### src/rtl/ex_mem_stage.sv
// EX/MEM pipeline register with NZCV flag register, stall counter and an optional
// forwarding tap (enabled by defining EXMEM_FWD_EN; tied to zero otherwise).
module ex_mem_stage #(
  parameter int WIDTH   = 64,
  parameter int RADDR_W = 5
) (
  input  logic               clk,
  input  logic               reset,
  input  logic               in_valid,
  input  logic [WIDTH-1:0]   in_result,
  input  logic [WIDTH-1:0]   in_store_data,
  input  logic [RADDR_W-1:0] in_rd,
  input  logic               in_reg_write,
  input  logic               in_mem_read,
  input  logic               in_mem_write,
  input  logic               in_set_flags,
  input  logic [1:0]         in_cv,
  input  logic               stall,
  input  logic               flush,
  output logic               out_valid,
  output logic [WIDTH-1:0]   out_result,
  output logic [WIDTH-1:0]   out_store_data,
  output logic [RADDR_W-1:0] out_rd,
  output logic               out_reg_write,
  output logic               out_mem_read,
  output logic               out_mem_write,
  output logic [3:0]         flags,
  output logic [15:0]        stall_cnt,
  output logic               fwd_valid,
  output logic [RADDR_W-1:0] fwd_rd,
  output logic [WIDTH-1:0]   fwd_data
);

  localparam logic [RADDR_W-1:0] XZR = '1;

  // NOTE: every register here is written with <= so all of them sample the
  // pre-edge values; blocking assignments would create ordering races.
  always_ff @(posedge clk) begin
    if (reset) begin
      out_valid      <= 1'b0;
      out_result     <= '0;
      out_store_data <= '0;
      out_rd         <= '0;
      out_reg_write  <= 1'b0;
      out_mem_read   <= 1'b0;
      out_mem_write  <= 1'b0;
      flags          <= 4'b0000;
      stall_cnt      <= 16'd0;
    end else if (flush) begin
      // Bubble: kill the controls, leave data and rd where they were.
      out_valid     <= 1'b0;
      out_reg_write <= 1'b0;
      out_mem_read  <= 1'b0;
      out_mem_write <= 1'b0;
    end else if (stall) begin
      if (stall_cnt != 16'hFFFF) begin
        stall_cnt <= stall_cnt + 16'd1;
      end
    end else begin
      out_valid      <= in_valid;
      out_result     <= in_result;
      out_store_data <= in_store_data;
      out_rd         <= in_rd;
      out_reg_write  <= in_valid & in_reg_write & (in_rd != XZR);
      out_mem_read   <= in_valid & in_mem_read;
      out_mem_write  <= in_valid & in_mem_write;
      if (in_valid && in_set_flags) begin
        flags <= {in_result[WIDTH-1], (in_result == '0), in_cv};
      end
    end
  end

`ifdef EXMEM_FWD_EN
  assign fwd_valid = out_valid & out_reg_write;
  assign fwd_rd    = out_rd;
  assign fwd_data  = out_result;
`else
  assign fwd_valid = 1'b0;
  assign fwd_rd    = '0;
  assign fwd_data  = '0;
`endif

endmodule

### config.mk
export PLATFORM = sky130hd
export DESIGN_NAME = ex_mem_stage
export DESIGN_NICKNAME = d
export VERILOG_FILES = /design/src/rtl/ex_mem_stage.sv
export SDC_FILE = /design/constraint.sdc
export NUM_CORES = 1
export LEC_CHECK = 0
export ABC_CLOCK_PERIOD_IN_PS = 2590
export CORE_MARGIN = 2
export CORE_UTILIZATION = 29
export CTS_CLUSTER_DIAMETER = 60
export DETAILED_ROUTE_END_ITERATION = 8
export PLACE_DENSITY = 0.7
export SLEW_MARGIN = 10
export SYNTH_ARGS = -nofsm -noshare
export SYNTH_HDL_FRONTEND = slang
export SYNTH_SLANG_ARGS = --single-unit
### constraint.sdc
create_clock -name clk -period 2.59 [get_ports clk]
set_input_delay 0.259 -clock clk [delete_from_list [all_inputs] [get_ports clk]]
set_output_delay 0.259 -clock clk [all_outputs]
set_load 0.005 [all_outputs]
==> results of run 1 <==
==> worst paths after layout <==
path | depth (start not counted) | end
setup / recovery | 6 | stall_cnt[1]
hold / removal | 2 | flags[1]
setup reg to reg | 6 | stall_cnt[1]
hold reg to reg | 2 | out_result[28]
==> cell families (layout without fill, tap and decap cells) <==
logic type,count (synthesis),after routing,share of synthesized area (%)
fa+ha+maj,1,1,0.1972
simple gates,347,347,23.68
mux,6,6,1.006
buf+inv,124,348,11.87
other cells,1,70,0.05910
flops,157,157,49.54
compound gates,164,164,13.65
==> power by group <==
part	total, mW	internal [mW]	switching [mW]
Combinational	0.755	0.434	0.320
Sequential	2.56	2.51	0.0486
Clock	2.55	1.45	1.10
Total	5.86	4.39	1.47
==> final cells by class <==
cell class | count | area (sq um) | share of cell area [%]
Timing Repair Buffer | 313 | 3161 | 31.71
Clock buffer | 19 | 432.9 | 4.343
Clock inverter | 13 | 153.9 | 1.544
Inverter | 3 | 11.26 | 0.1130
Tap cell | 280 | 350.3 | 3.515
Sequential cell | 157 | 3143 | 31.53
Multi-Input combinational cell | 588 | 2715 | 27.24
==> layout by cell type (no fill, tap or decap), types with 3 or more instances in the layout <==
cell / netlist / layout
a21oi_1: 145 / 145
buf_12: 0 / 5
buf_4: 72 / 9
clkbuf_16: 0 / 17
clkdlybuf4s50_1: 0 / 299
clkinvlp_4: 0 / 3
conb_1: 1 / 70
dfxtp_1: 157 / 157
inv_1: 3 / 3
inv_6: 0 / 4
mux2i_1: 3 / 3
nand2_1: 272 / 272
nand3_1: 3 / 3
nand4_1: 10 / 10
nor2_1: 8 / 8
nor2b_1: 4 / 4
nor3_1: 6 / 6
nor4_1: 18 / 18
o21ai_0: 4 / 4
o31ai_1: 6 / 6
or3_1: 5 / 5
or4_1: 6 / 6
==> critical path: stages (launching register included) <==
cell and delay, ns:
dfxtp_1 0.45, ha_1 0.24, nand3_1 0.16, nor4_4 0.52, buf_4 0.25, nor3b_1 0.06
o21a_1 0.18
==> stage by stage <==
stage	area [sq um]	hold WS [ns]	utilization [%]
2_1_floorplan	6604	0.3950	-
3_3_place_gp	9380	0.4406	43.39
3_5_place_dp	9380	0.4462	43.39
4_1_cts	9967	0.3039	46.10
5_1_grt	9967	0.3247	46.10
6_report	9967	0.3148	46.10
==> sequential cells by signal, indices dropped and copies added, names as in the netlist <==
signal	flops
out_result	64
out_store_data	64
stall_cnt	16
out_rd	5
flags	4
out_mem_read	1
out_mem_write	1
out_reg_write	1
out_valid	1
==> layer usage <==
layer / global-route usage, % / wire length (microns)
met5: 0 / 13
met4: 4.984 / 359
met3: 6.303 / 1511
met1: 20.15 / 8531
met2: 29.26 / 9944
==> summary.md, run 1 <==
| Metric | Value |
|---|---|
| Status | complete, no violations |
| Leak | 3.623 nW |
| Asr flop ratio synth | 0% |
| CTS max path bufs | 2 |
| Netlist cell types | 42 |
| Die H | 151.9 microns |
| Synthesized area per cell | 7.931 sq um |
| All-Layer GR Usage | 17.13% |
| Number of placed I/O pins | 371 |
| Initial DRC count | 260 |
| Total of max-cap violations | 0 |
| Die ar. | 23080 sq um |
| YS warnings | 0 |
| Mapped cell area | 6345 sq um |
| Critical path launch point | stall_cnt[0] |
| Final Hold Viols | 0 |
| Post-CTS resize count | 0 |
| Hold_buf cts | 0 |
| RSZ-0062 raised after global routing | false |
| Peak Freq | 0.5093 GHz |
| Rows | 54 |
| R2r setup slk | 0.63 ns |
| Hold Startpoint | reset |
| Worst R2R Start | stall_cnt[0] |
| Number of H-tree levels | 4 |
| Number of global-route vias before repair | 5896 |
| Max-slew violation count | 0 |
| Register area share after synthesis | 49.54% |
| Max VDD drop | 0.0004596 V |
| Final clock skew | 0.01558 ns |
| Top-count cell post-synth | nand2_1 |
| Setup CP Type | reg -> reg |
| Global route total overflow | 0 |
| Crit Path Max Fanout | 11 |
| Global-route wire length before repair | 31730 microns |
| # setup viols final | 0 |
| Cell Count, Final, Fillers Out | 1373 |
| ANT cells | 0 |
| Worst-Skew Late Latency | 0.42 ns |
| Filler Cell Count | 2151 |
| Die X | 151.9 microns |
| Clock Tree Root | clkbuf_16 |
| Initial core utilization | 29.35% |
| Via density | 4.524 |
| Post-synth top area share | 49.54% |
| CTS tree | yes |
| Largest net degree at the start of global routing | 71 |
| WL/cell | 14.83 microns |
| Synth Instances | 800 |
| Min-delay worst type | in -> reg |
| Worst setup EP type | flop |
| Clock Pin Slew Worst Setup and Hold Paths | 0.06 ns |
| Post-CTS Setup Repair Bufs | 0 |
| Num CTS Buffers | 17 |
| TNS Setup | 0 ns |
| CP arrival | 2.28 ns |
| Fin nets | 1225 |
| Post-route DRC | 0 |
| Vias | 6212 |
| Pwr Density | 588.0 nW/um^2 |
| CP startpoint kind | flop |
| Pre-CTS setup slack | 0.3848 ns |
| Hpwl dp | 14840 microns |
| Placed cell count | 1341 |
| Initial antenna violation count | 1 |
| Ranking of synthesized cells by area | dfxtp_1 50%, nand2_1 16%, a21oi_1 11%, buf_4 8.5%, clkbuf_1 2.1% |
| Area growth, synth to finish | 57.09% |
| Yosys top cell by area | dfxtp_1 |
| Worst setup margin | 0.6266 ns |
| Worst path required time | 2.90 ns |
| Slew @ Worst Pin | 0.5976 ns |
| Slew HR | 60.16% |
| Sink Count | 157 |
| Post-DRT Antenna Nets | 0 |
| Initial DRT Pass Iterations | 4 |
| Fraction of layout cells with a size suffix above 1 | 4.849% |
| Core Area | 21620 sq um |
| List of most frequent post-synthesis cells | 272 x nand2_1, 157 x dfxtp_1, 145 x a21oi_1 |
| GPL Wtd Cong | 0.7908 |
| Dominant synthesized flop cell | dfxtp_1 |
| Aggregate routed wire length | 20360 microns |
| Minimum clock period | 1.963 ns |
| Final period util | 75.81% |
| Pwr Total | 5.861 mW |
| PortBufs | 300 |
| EDFF count, synth | 0 |
| Synth Register Bits | 157 |
(Power assumes the default switching activity.)
==> run 2, diff against run 1 <==
ABC_CLOCK_PERIOD_IN_PS = 1950   (was 2590)
clock period = 1.95 ns   (was 2.59 ns; I/O delays follow)
==> summary.md, run 2 (synthesized netlist as in run 1, its figures left out) <==
| Metric | Value |
|---|---|
| CP delay by family, top | simple AND/OR/NAND/NOR gates |
| Leak | 3.728 nW |
| Hold_buf cts | 0 |
| Critical Path Slowest Stage Cell | dfxtp_1 |
| Sink Count | 157 |
| Post-DRT Antenna Nets | 0 |
| Fin nets | 1242 |
| Global route total overflow | 0 |
| Initial DRC count | 201 |
| Commonest cells after routing, fill and taps aside | 299 x clkdlybuf4s50_1, 272 x nand2_1, 157 x dfxtp_1 |
| Filler Cell Count | 2149 |
| Max-slew violation count | 0 |
| Area growth, synth to finish | 59.67% |
| Rows | 54 |
| R2r setup slk | 0.20 ns |
| Final clock skew | 0.006881 ns |
| WHS Path Cells | 2 |
| All-Layer GR Usage | 17.08% |
| Worst setup EP type | flop |
| Via density | 4.471 |
| Num CTS Buffers | 17 |
| Final Hold Viols | 0 |
| Initial antenna violation count | 0 |
| Multi-input logic area | 2715 sq um |
| Final period util | 89.69% |
| Die H | 151.9 microns |
| Worst path bufs/invs | 1 |
| Peak Freq | 0.5717 GHz |
| WL/cell | 14.66 microns |
| CTS max path bufs | 2 |
| Worst path required time | 2.26 ns |
| Critical path depth in cells | 6 |
| Min-delay worst type | in -> reg |
| Max VDD drop | 0.0005237 V |
| GPL Wtd Cong | 0.8127 |
| CP cell instances | ha_1 > nand3_1 > nor4_4 > buf_4 > nor3b_1 > o21a_1 |
| CTS tree | yes |
| # setup viols final | 0 |
| Slew HR | 57.60% |
| Number of placed I/O pins | 371 |
| Hold WS | 0.2627 ns |
| Core Area | 21620 sq um |
| Worst path max stage delay | 0.45 ns |
| Worst-Skew Late Latency | 0.41 ns |
| ANT cells | 0 |
| Status | complete, no violations |
| Aggregate routed wire length | 20370 microns |
| Register area | 3143 sq um |
| Vias | 6214 |
| Setup CP Type | reg -> reg |
| Hpwl dp | 15070 microns |
| Initial DRT Pass Iterations | 4 |
| Die ar. | 23080 sq um |
| Commonest non-fill, non-tap cell in the layout | clkdlybuf4s50_1 |
| Initial core utilization | 29.35% |
| Clock Pin Slew Worst Setup and Hold Paths | 0.06 ns |
| Number of H-tree levels | 4 |
| Design area | 10130 sq um |
| Cells on worst reg2reg path | 6 |
| PortBufs | 300 |
| Slew @ Worst Pin | 0.6361 ns |
| Number of global-route vias before repair | 5855 |
| Total of max-cap violations | 0 |
| Placed Area | 9533 sq um |
| Die X | 151.9 microns |
| RSZ-0062 raised after global routing | false |
| Crit Path Max Fanout | 10 |
| Clock Tree Root | clkbuf_16 |
| Pwr Density | 770.5 nW/um^2 |
| Post-CTS Setup Repair Bufs | 0 |
| CP arrival | 2.06 ns |
| Post-CTS resize count | 0 |
| Fraction of layout cells with a size suffix above 1 | 6.486% |
| Post-route DRC | 0 |
| Global-route wire length before repair | 31600 microns |
| CP startpoint kind | flop |
| Regs by FF count | out_result: 64 flops, out_store_data: 64 flops, stall_cnt: 16 flops |
| Minimum clock period | 1.749 ns |
| Largest net degree at the start of global routing | 57 |
## run 2: cell count changes in the layout (fill, tap and decap cells not counted), sizes merged
cell,change
buf,+17
bufinv,-1
clkinvlp,-1
inv,+2
## run 2: layout make-up
class	count	area share (%)
multi-input combinational	588	26.80
clock buffer	19	4.471
clock inverter	13	1.433
inverter	3	0.1112
tap	280	3.458
sequential	157	31.02
timing repair buffer	330	32.70
## run 2: path summary, 6_finish.rpt
check                       from        endpoint
setup / recovery    stall_cnt[1]    stall_cnt[1]
hold / removal             reset        flags[1]
setup reg to reg    stall_cnt[1]    stall_cnt[1]
hold reg to reg   out_result[28]  out_result[28]
## run 2: layer usage
layer / track usage [%] / wire length, microns
met5: 0 / 0
met4: 4.762 / 367
met3: 6.731 / 1546
met2: 28.53 / 9682
met1: 20.44 / 8776
## run 2: report_power, final
part | leakage (nW) | internal (mW) | switching (mW)
Combinational | 2.16 | 0.601 | 0.434
Sequential | 1.28 | 3.34 | 0.0633
Clock | 0.290 | 1.89 | 1.48
Total | 3.73 | 5.83 | 1.98
## run 2: through the flow
step	setup WS (ns)	utilization, %	TNS (ns)	power [mW]	instances
after floorplan	0.2276	-	0	3.899	869
after global placement	-0.1095	44.09	-0.1095	4.502	1358
after detailed placement	-0.1662	44.09	-0.1662	4.515	1358
after CTS	0.1929	46.86	0	7.919	1390
after global routing	0.08307	46.86	0	8.144	1390
final	0.2010	46.86	0	7.806	1390
==> run 3, diff against run 2 <==
ABC_CLOCK_PERIOD_IN_PS = 1900   (was 1950)
clock period = 1.9 ns   (was 1.95 ns; I/O delays follow)
==> summary.md, run 3 (synthesized netlist as in run 1, its figures left out) <==
| Metric | Value |
|---|---|
| Status | complete, no violations |
| Internal Power | 6.272 mW |
| GPL Wtd Cong | 0.8099 |
| Worst R2R Start | stall_cnt[0] |
| R2r setup slk | 0.22 ns |
| CP delay by family, top | simple AND/OR/NAND/NOR gates |
| Hpwl dp | 14960 microns |
| RSZ-0062 raised after global routing | false |
| Final Hold Viols | 0 |
| TNS Setup | 0 ns |
| Initial DRT Pass Iterations | 4 |
| Pwr Density | 811.4 nW/um^2 |
| WL/cell | 14.75 microns |
| Post-DRT Antenna Nets | 0 |
| Area growth, synth to finish | 59.52% |
| Commonest non-fill, non-tap cell in the layout | clkdlybuf4s50_1 |
| Crit Path Max Fanout | 10 |
| All-Layer GR Usage | 17.35% |
| Global-route wire length before repair | 32130 microns |
| Initial DRC count | 274 |
| Commonest cells after routing, fill and taps aside | 299 x clkdlybuf4s50_1, 272 x nand2_1, 157 x dfxtp_1 |
| # setup viols final | 0 |
| Max VDD drop | 0.0005417 V |
| ANT cells | 0 |
| Slew @ Worst Pin | 0.6356 ns |
| Regs by FF count | out_result: 64 flops, out_store_data: 64 flops, stall_cnt: 16 flops |
| CTS tree | yes |
| Initial core utilization | 29.35% |
| Cells on worst reg2reg path | 6 |
| Die ar. | 23080 sq um |
| Worst setup EP type | flop |
| Sequential share of power | 42.5% |
| Min-Delay Endpoint | flags[0] |
| Final clock skew | 0.01161 ns |
| Vias | 6250 |
| R2R Path End | stall_cnt[5] |
| Slew HR | 57.62% |
| Initial antenna violation count | 1 |
| Clock Pin Slew Worst Setup and Hold Paths | 0.07 ns |
| Number of global-route vias before repair | 5890 |
| Post-CTS Setup Repair Bufs | 0 |
| Leak | 3.707 nW |
| PortBufs | 300 |
| Die H | 151.9 microns |
| Number of H-tree levels | 4 |
| Sink Count | 157 |
| Min-delay worst type | in -> reg |
| Clk pwr share | 44.7% |
| Pre-CTS setup slack | -0.1741 ns |
| Hold_buf cts | 0 |
| Global route total overflow | 0 |
| Worst setup margin | 0.2175 ns |
| Num CTS Buffers | 17 |
| Worst path bufs/invs | 1 |
| Clock Tree Root | clkbuf_16 |
| CTS max path bufs | 2 |
| WHS Path Cells | 2 |
| Switching Fraction | 23.62% |
| Hold Startpoint | reset |
| Peak Freq | 0.5943 GHz |
| Pwr Total | 8.212 mW |
| Sw Pwr | 1.940 mW |
| Fraction of layout cells with a size suffix above 1 | 5.893% |
| Worst path max stage delay | 0.49 ns |
| Die X | 151.9 microns |
| Post-CTS resize count | 0 |
| Fin nets | 1237 |
| Worst path required time | 2.25 ns |
| Post-route DRC | 0 |
| Final period util | 88.55% |
| CP arrival | 2.03 ns |
| Core Area | 21620 sq um |
| Total of max-cap violations | 0 |
| Combinational Power Share | 12.8% |
| Via density | 4.519 |
| Minimum clock period | 1.683 ns |
| Setup CP Type | reg -> reg |
| Cell Count, Final, Fillers Out | 1383 |
| Rows | 54 |
| CP startpoint kind | flop |
| Critical Path Slowest Stage Cell | or4_1 |
| Largest net degree at the start of global routing | 69 |
| Max-slew violation count | 0 |
| CP cell instances | ha_1 > nand3_1 > nor4_4 > buf_4 > or4_1 > a21oi_1 |
| Aggregate routed wire length | 20400 microns |
| Placed cell count | 1353 |
| Worst-Skew Late Latency | 0.41 ns |
| Number of placed I/O pins | 371 |
[run 3: changes by cell type in the layout (fill, tap and decap cells not counted), sizes merged]
cell and delta:
buf -5, inv -5, bufinv +3, clkbuf -1, clkinvlp +1
[run 3: area by class of cell]
class / instances / area (sq um)
Tap cell: 280 / 350.3
Multi-Input combinational cell: 588 / 2715
Clock buffer: 18 / 439.2
Fill cell: 2135 / 11500
Inverter: 3 / 11.26
Clock inverter: 12 / 186.4
Sequential cell: 157 / 3143
Timing Repair Buffer: 325 / 3276
[run 3: worst max-delay path by stage]
stage                  startpoint            to  slack (ns)  depth (start not counted)
CTS                  stall_cnt[0]  stall_cnt[5]        0.21                          6
global placement    in_result[41]      flags[2]       -0.16                          6
global route         stall_cnt[4]  stall_cnt[1]        0.08                          5
floorplan            stall_cnt[0]  stall_cnt[1]        0.18                          6
finish               stall_cnt[0]  stall_cnt[5]        0.22                          6
detailed placement  in_result[41]      flags[2]       -0.17                          6
[run 3: power groups by stage]
stage                     combinational [mW]  clock, mW  sequential, mW
final                                   1.05       3.67            3.49
after global routing                    1.15       3.93            3.51
after global placement                  1.05          0            3.56
after floorplan                        0.424          0            3.58
after CTS                               1.06       3.78            3.49
after detailed placement                1.06          0            3.56
[run 3: worst reg2reg max path: stages (launching register included)]
cell and delay (ns):
dfxtp_1 0.32, ha_1 0.24, nand3_1 0.16, nor4_4 0.08, buf_4 0.17, or4_1 0.49
a21oi_1 0.14
[run 3: metal layers]
metal	share of wire, %	global-route usage, %
met1	42	20.91
met2	48	28.79
met3	8.1	6.845
met4	1.8	4.806
met5	0.054	0
[run 3: per-stage QoR]
stage          instance area [sq um]  utilization [%]  hold WS [ns]
2_1_floorplan                   6604                -        0.3260
3_5_place_dp                    9495            43.92        0.4455
3_3_place_gp                    9495            43.92        0.4405
5_1_grt                        10120            46.81        0.2925
4_1_cts                        10120            46.81        0.2760
6_report                       10120            46.81        0.2767
